===== src/rtl/backoff_scheduler.sv =====
// backoff_scheduler: slotted random-backoff scheduler granting one shared transmit path round-robin
module backoff_scheduler #(
    parameter int NREQ        = 4,
    parameter int SLOT_CYCLES = 50
) (
    input  logic            clock,
    input  logic            reset,
    input  logic [23:0]     rand_in,
    input  logic            rand_valid,
    output logic            rand_ack,
    input  logic [NREQ-1:0] req,
    input  logic [NREQ-1:0] tx_done,
    output logic [NREQ-1:0] grant,
    output logic            busy,
    output logic            slot_tick,
    output logic [NREQ-1:0] backoff_active
);
    localparam int CW = SLOT_CYCLES > 1 ? $clog2(SLOT_CYCLES) : 1;
    localparam int PW = NREQ > 1 ? $clog2(NREQ) : 1;
    typedef enum logic [2:0] {IDLE, WAIT_RAND, BACKOFF, READY, GRANTED} state_t;
    state_t          st  [NREQ];
    logic [2:0]      cnt [NREQ];
    logic [CW-1:0]   slot_cnt;
    logic [PW-1:0]   ptr, win;
    logic [NREQ-1:0] waiting, eligible, grant_nxt;
    logic            fire;
    logic            unused_rand;
    assign unused_rand = ^rand_in;
    always_comb begin
        waiting        = '0;
        eligible       = '0;
        backoff_active = '0;
        for (int i = 0; i < NREQ; i++) begin
            waiting[i]        = st[i] == WAIT_RAND;
            eligible[i]       = st[i] == READY && req[i];
            backoff_active[i] = st[i] == WAIT_RAND || st[i] == BACKOFF;
        end
    end
    assign rand_ack = rand_valid && |(waiting & req);
    // first eligible index above ptr wins; otherwise wrap to the lowest one at or below ptr
    always_comb begin
        logic hi_found, lo_found;
        int   hi, lo;
        hi_found = 1'b0;
        lo_found = 1'b0;
        hi       = 0;
        lo       = 0;
        for (int j = NREQ - 1; j >= 0; j--) begin
            if (eligible[j]) begin
                if (j > int'(ptr)) begin
                    hi       = j;
                    hi_found = 1'b1;
                end else begin
                    lo       = j;
                    lo_found = 1'b1;
                end
            end
        end
        win       = PW'(hi_found ? hi : lo);
        fire      = ~|grant && (hi_found || lo_found);
        grant_nxt = (grant & req & ~tx_done) | (fire ? NREQ'(1) << win : '0);
    end
    always_ff @(posedge clock or negedge reset) begin
        if (!reset) begin
            slot_cnt  <= '0;
            slot_tick <= 1'b0;
            ptr       <= PW'(NREQ - 1);
            grant     <= '0;
            busy      <= 1'b0;
            for (int i = 0; i < NREQ; i++) begin
                st[i]  <= IDLE;
                cnt[i] <= '0;
            end
        end else begin
            slot_tick <= slot_cnt == CW'(SLOT_CYCLES - 1);
            slot_cnt  <= slot_cnt == CW'(SLOT_CYCLES - 1) ? '0 : slot_cnt + 1'b1;
            grant     <= grant_nxt;
            busy      <= |grant_nxt;
            if (fire) ptr <= win;
            for (int i = 0; i < NREQ; i++) begin
                if (!req[i]) begin
                    st[i]  <= IDLE;
                    cnt[i] <= '0;
                end else begin
                    case (st[i])
                        IDLE:      st[i] <= WAIT_RAND;
                        WAIT_RAND: if (rand_valid) begin
                            st[i]  <= rand_in[3*i +: 3] == 3'd0 ? READY : BACKOFF;
                            cnt[i] <= rand_in[3*i +: 3];
                        end
                        BACKOFF:   if (slot_tick) begin
                            cnt[i] <= cnt[i] - 1'b1;
                            if (cnt[i] == 3'd1) st[i] <= READY;
                        end
                        READY:     if (fire && win == PW'(i)) st[i] <= GRANTED;
                        GRANTED:   if (tx_done[i]) st[i] <= IDLE;
                        default:   st[i] <= IDLE;
                    endcase
                end
            end
        end
    end
endmodule


===== config.mk =====
export PLATFORM = sky130hd
export DESIGN_NAME = backoff_scheduler
export DESIGN_NICKNAME = d
export VERILOG_FILES = /design/src/rtl/backoff_scheduler.sv
export SDC_FILE = /design/constraint.sdc
export NUM_CORES = 1
export LEC_CHECK = 0
export BUFFER_PORTS_ARGS = -buffer_cell sky130_fd_sc_hd__buf_2
export CAP_MARGIN = 20
export CORE_MARGIN = 8
export CORE_UTILIZATION = 55
export CTS_CLUSTER_SIZE = 16
export DETAILED_ROUTE_END_ITERATION = 8
export GPL_ROUTABILITY_DRIVEN = 0
export PLACE_DENSITY = 0.86
export REMOVE_ABC_BUFFERS = 1
export SETUP_SLACK_MARGIN = 0.1
export SYNTH_ARGS = -nofsm -noshare
export SYNTH_HDL_FRONTEND = slang
export SYNTH_SLANG_ARGS = --single-unit

===== constraint.sdc =====
create_clock -name clock -period 3.43 [get_ports clock]
set_input_delay 0.686 -clock clock [delete_from_list [all_inputs] [get_ports clock]]
set_output_delay 0.686 -clock clock [all_outputs]
set_load 0.05 [all_outputs]

Word level (Yosys, flattened, before mapping)
Cells that the tools add are included.

$add $sub $neg: 5. Reductions and logical operators: 36. Equality and inequality tests: 48. Div/mod/pow operators: 0. $mul: 0. $lt $le $gt $ge: 3. Multiplexer cells: 77. Bitwise logic cells: 5. Shift operators: 1.

Operator list (number): $mux 3 (36); $pmux 3 s5 (4); $ne 3x3->1 const B (12); $mux 2 (14); $eq 3x1->1 const B (8); $eq 3x2->1 const B (8); $logic_not 3->1 (8); $ne 3x2->1 const B (8); $pmux 3 s2 (4); $reduce_and 5->1 (4); $mux 1 (17); $and 4x4->4 (3); $eq 3x3->1 const B (4); $ne 3x1->1 const B (4); $reduce_and 3->1 (4); $reduce_or 4->1 (3); $sub 3x1->3 const B (4); $logic_and 1x1->1 (10); $add 6x1->6 const B (1); $eq 6x6->1 const B (1); $mux 6 (1); $logic_or 1x1->1 (5); $eq 2x2->1 const B (2); $gt 2x2->1 const A (2); other kinds (8) (8).

Output and inout bits: 11. Memories kept: 0. Bits of input ports: 35. Latch bits: 0. Register bits: 38. Bits in read-only memories: 0. Memory bits (writable): 0. Logic and storage cells: 188.

Depth between registers and ports, before layout
Depth after elaboration: 14. Gate-level depth with buffers: 7. Gate-level depth less buffers: 7.

Least setup slack after synthesis
Ideal clock, no wire load.

Path kind: input port to output port. From: in req[0]. To: out rand_ack. Path buffers: 1. Setup slack: 1098 ps. Required time: 2744 ps. Stages on the path: 5. Data arrival time: 1646 ps. Path through: buf_2 -> and2b_2 -> nand2_1 -> o221ai_1 -> and2_1.

Longest elaborated chain between the ends: 3.

Ends and longest elaborated chain: start: declaration (RTL line 11) `input logic [NREQ-1:0] req,`; $and 4x4->4 (RTL line 39) `assign rand_ack = rand_valid && |(waiting & req);`; $reduce_or 4->1 (RTL line 39); $logic_and 1x1->1 (RTL line 39); end: declaration (RTL line 10) `output logic rand_ack,`.

Every way passes these cells.

Worst setup path in the final report
From: in req[1]. To: out rand_ack.

The elaborated chain is that of the path after synthesis.

==> reports/qor.yml <==
status:
  status: "completed"
critical_path:
  slowest_stage: "a22oi_1"
  critPathMaxStageDelay_ns: 0.24
  cp_cell_sequence: "buf_2 > nor2b_1 > a22oi_1 > o221ai_1 > and2_1 > buf_2"
  crit_buf_inv: 2
  cp_max_fo: 9
  critical_path.startpoint: "req[1]"
  reg2reg_from: "st[0]"
  end_kind: "primary output"
  path_delay_family: "compound AO/OA/AOI/OAI gates"
  path_common_cell: "buf_2"
  cp_data_arrival_time_ns: 1.77
  setup.worst_path.class: "input port to primary output"
  critPathLaunchType: "input port"
  cp.required_ns: 2.74
timing:
  fmax_mhz: 406.6
  final_max_slew_viol_count: 0
  fin_skew_ns: 0.004121
  setup_viol: 0
  timing.final.hold_violations: 0
  fin_setup_tns_ns: 0
  max_slew_margin: 0.4278
  tightest_slew_ns: 0.8583
  period_share: 0.7171
  rsz0062_at_grt: "false"
  hold_ws_ns: 0.4875
  min_period_ns: 2.460
clocking:
  cts_tree: "built"
  numCtsBuffers: 5
  cts_sinks: 38
  cts_resized: 0
  cts_setup_buffers: 0
  worstSkewPairLatency_ns: 0.28
  clkSlewWorstSetupHoldPaths_ns: 0.07
  cts-root-buf: "clkbuf_8"
  cts_htree_levels: 2
  hold_buffers: 0
  clk_path_buf_depth: 2
flow_run:
  cap_violations: 0
synth:
  ys.flop_type: "dfrtp_1"
  synth.cell_area_um2: 2517
  ys_ff_latch: 38
  ys_async_sr_fraction: 1.000
  syn_avg_cell_area_um2: 8.959
  synth_edf_count: 0
  synth_warnings: 0
  ys_seq_area_frac: 0.3787
  synthCells: 281
  synthDistinctLibCells: 60
floorplan:
  core-area_um2: 4384
  die_w_um: 83.66
  pin_count: 46
  placementRows: 24
  dieArea_um2: 6998
  start_util: 0.5742
  die_h_um: 83.66
hold_path:
  hold_start: "cnt[7]"
  hold_path.class: "flip-flop to flip-flop"
routing:
  via_count: 2220
  viasPerCell: 6.218
  first_pass_iters: 4
  drt.antenna.violating_nets: 0
  wl_per_cell_um: 16.28
  routed_wl_um: 5812
  drtIter0Drc: 148
  drc: 0
power:
  p_leak_nw: 1.215
  peakVddDrop_uv: 338.6
  power_density_nw_per_um2: 681.1
grt:
  grt_pass1_wl_um: 10020
  grt.overflow.total: 0
  antenna_found_initial: 0
  grt_pass1_vias: 2253
  grt_use_total: 0.1642
  grt_max_degree: 39
layout:
  n_antenna_cell: 0
  utilization: 0.6273
  layout_common_cells: "dfrtp_1, buf_2, nand2_1"
  syn2layout_area_growth_pct: 9.245
  final_common_cell: "dfrtp_1"
  drive_above_1_share: 0.1836
  final_cells: 357
  final_nets: 350
place:
  dp.cells: 350
  io_buffers: 33
  dp_hpwl_um: 4166
registers in the layout (all words and copies together) (netlist names):
| register | flops |
|---|---|
| busy | 1 |
| cnt | 12 |
| grant | 4 |
| ptr | 2 |
| slot_cnt | 6 |
| slot_tick | 1 |
| st | 12 |
final timing paths:
| path | to | slack, ns | cells after the start |
|---|---|---|---|
| min | cnt[7] | 0.49 | 2 |
| max | rand_ack | 0.97 | 6 |
| min reg2reg | cnt[7] | 0.49 | 2 |
| max reg2reg | st[0] | 1.18 | 5 |
| max in group asynchronous | slot_tick | 2.38 | 1 |
| min in group asynchronous | cnt[0] | 0.51 | 1 |
layer usage:
layer / track usage / share of wire
met1: 0.2000 / 0.45
met2: 0.2709 / 0.47
met3: 0.04297 / 0.057
met4: 0.05808 / 0.019
met5: 0 / 0
final cells by class:
class                           count  area [um2]
Clock buffer                        7       76.32
Fill cell                         386        1634
Inverter                           15       56.30
Multi-Input combinational cell    212        1434
Sequential cell                    38       953.4
Tap cell                           52       65.06
Timing Repair Buffer               33       165.2
report_power, final:
part / switching [W] / internal [W] / total (W)
logic: 0.000555 / 0.000317 / 0.000872
registers: 0.000156 / 0.000554 / 0.000711
clock network: 0.000150 / 0.000140 / 0.000290
worst register-to-register path, delay by kind of cell, from the launching register on:
family,cells,cell delay (ns)
AOI/OAI and AO/OA,2,0.70
and+or+nand+nor,2,0.58
DFF,1,0.53
muxes,1,0.33
cells in the mapped netlist (all sizes together), types with 4 or more instances:
cell type / number / area, um2
a21oi: 13 / 65.06
a22oi: 4 / 30.03
a31oi: 4 / 25.02
and4b: 5 / 57.56
buf: 9 / 46.29
clkbuf: 7 / 27.52
dfrtp: 36 / 900.9
ha: 10 / 125.1
inv: 15 / 56.30
nand2: 28 / 105.1
nand2b: 8 / 52.55
nand3: 7 / 35.03
nand3b: 5 / 37.54
nor2: 18 / 67.56
nor2b: 6 / 37.54
nor3: 5 / 25.02
nor3b: 7 / 52.55
o211ai: 5 / 37.54
o21ai: 26 / 130.1
o31ai: 6 / 45.04
xnor2: 5 / 43.79
cell families (layout without fill, tap and decap cells):
logic type,Yosys count,count (layout),share of synthesized area
buffers and inverters,31,55,0.05168
AND/OR/NAND/NOR,112,112,0.2604
flip-flops,38,38,0.3787
adder cells (fa/ha/maj),10,10,0.04970
multiplexers,6,6,0.02684
AO/OA/AOI/OAI,78,78,0.2117
XOR/XNOR,6,6,0.02087
stage by stage:
step           cell area (um2)  worst slack (ns)  power, W
4_1_cts                   2750            0.9645  0.001875
2_1_floorplan             2444             1.278  0.001351
3_5_place_dp              2674            0.8815  0.001576
6_report                  2750            0.9704  0.001873
3_3_place_gp              2674            0.9437  0.001541
5_1_grt                   2750            0.8679  0.001990
No activity file was read; power rests on OpenSTA's default activity.
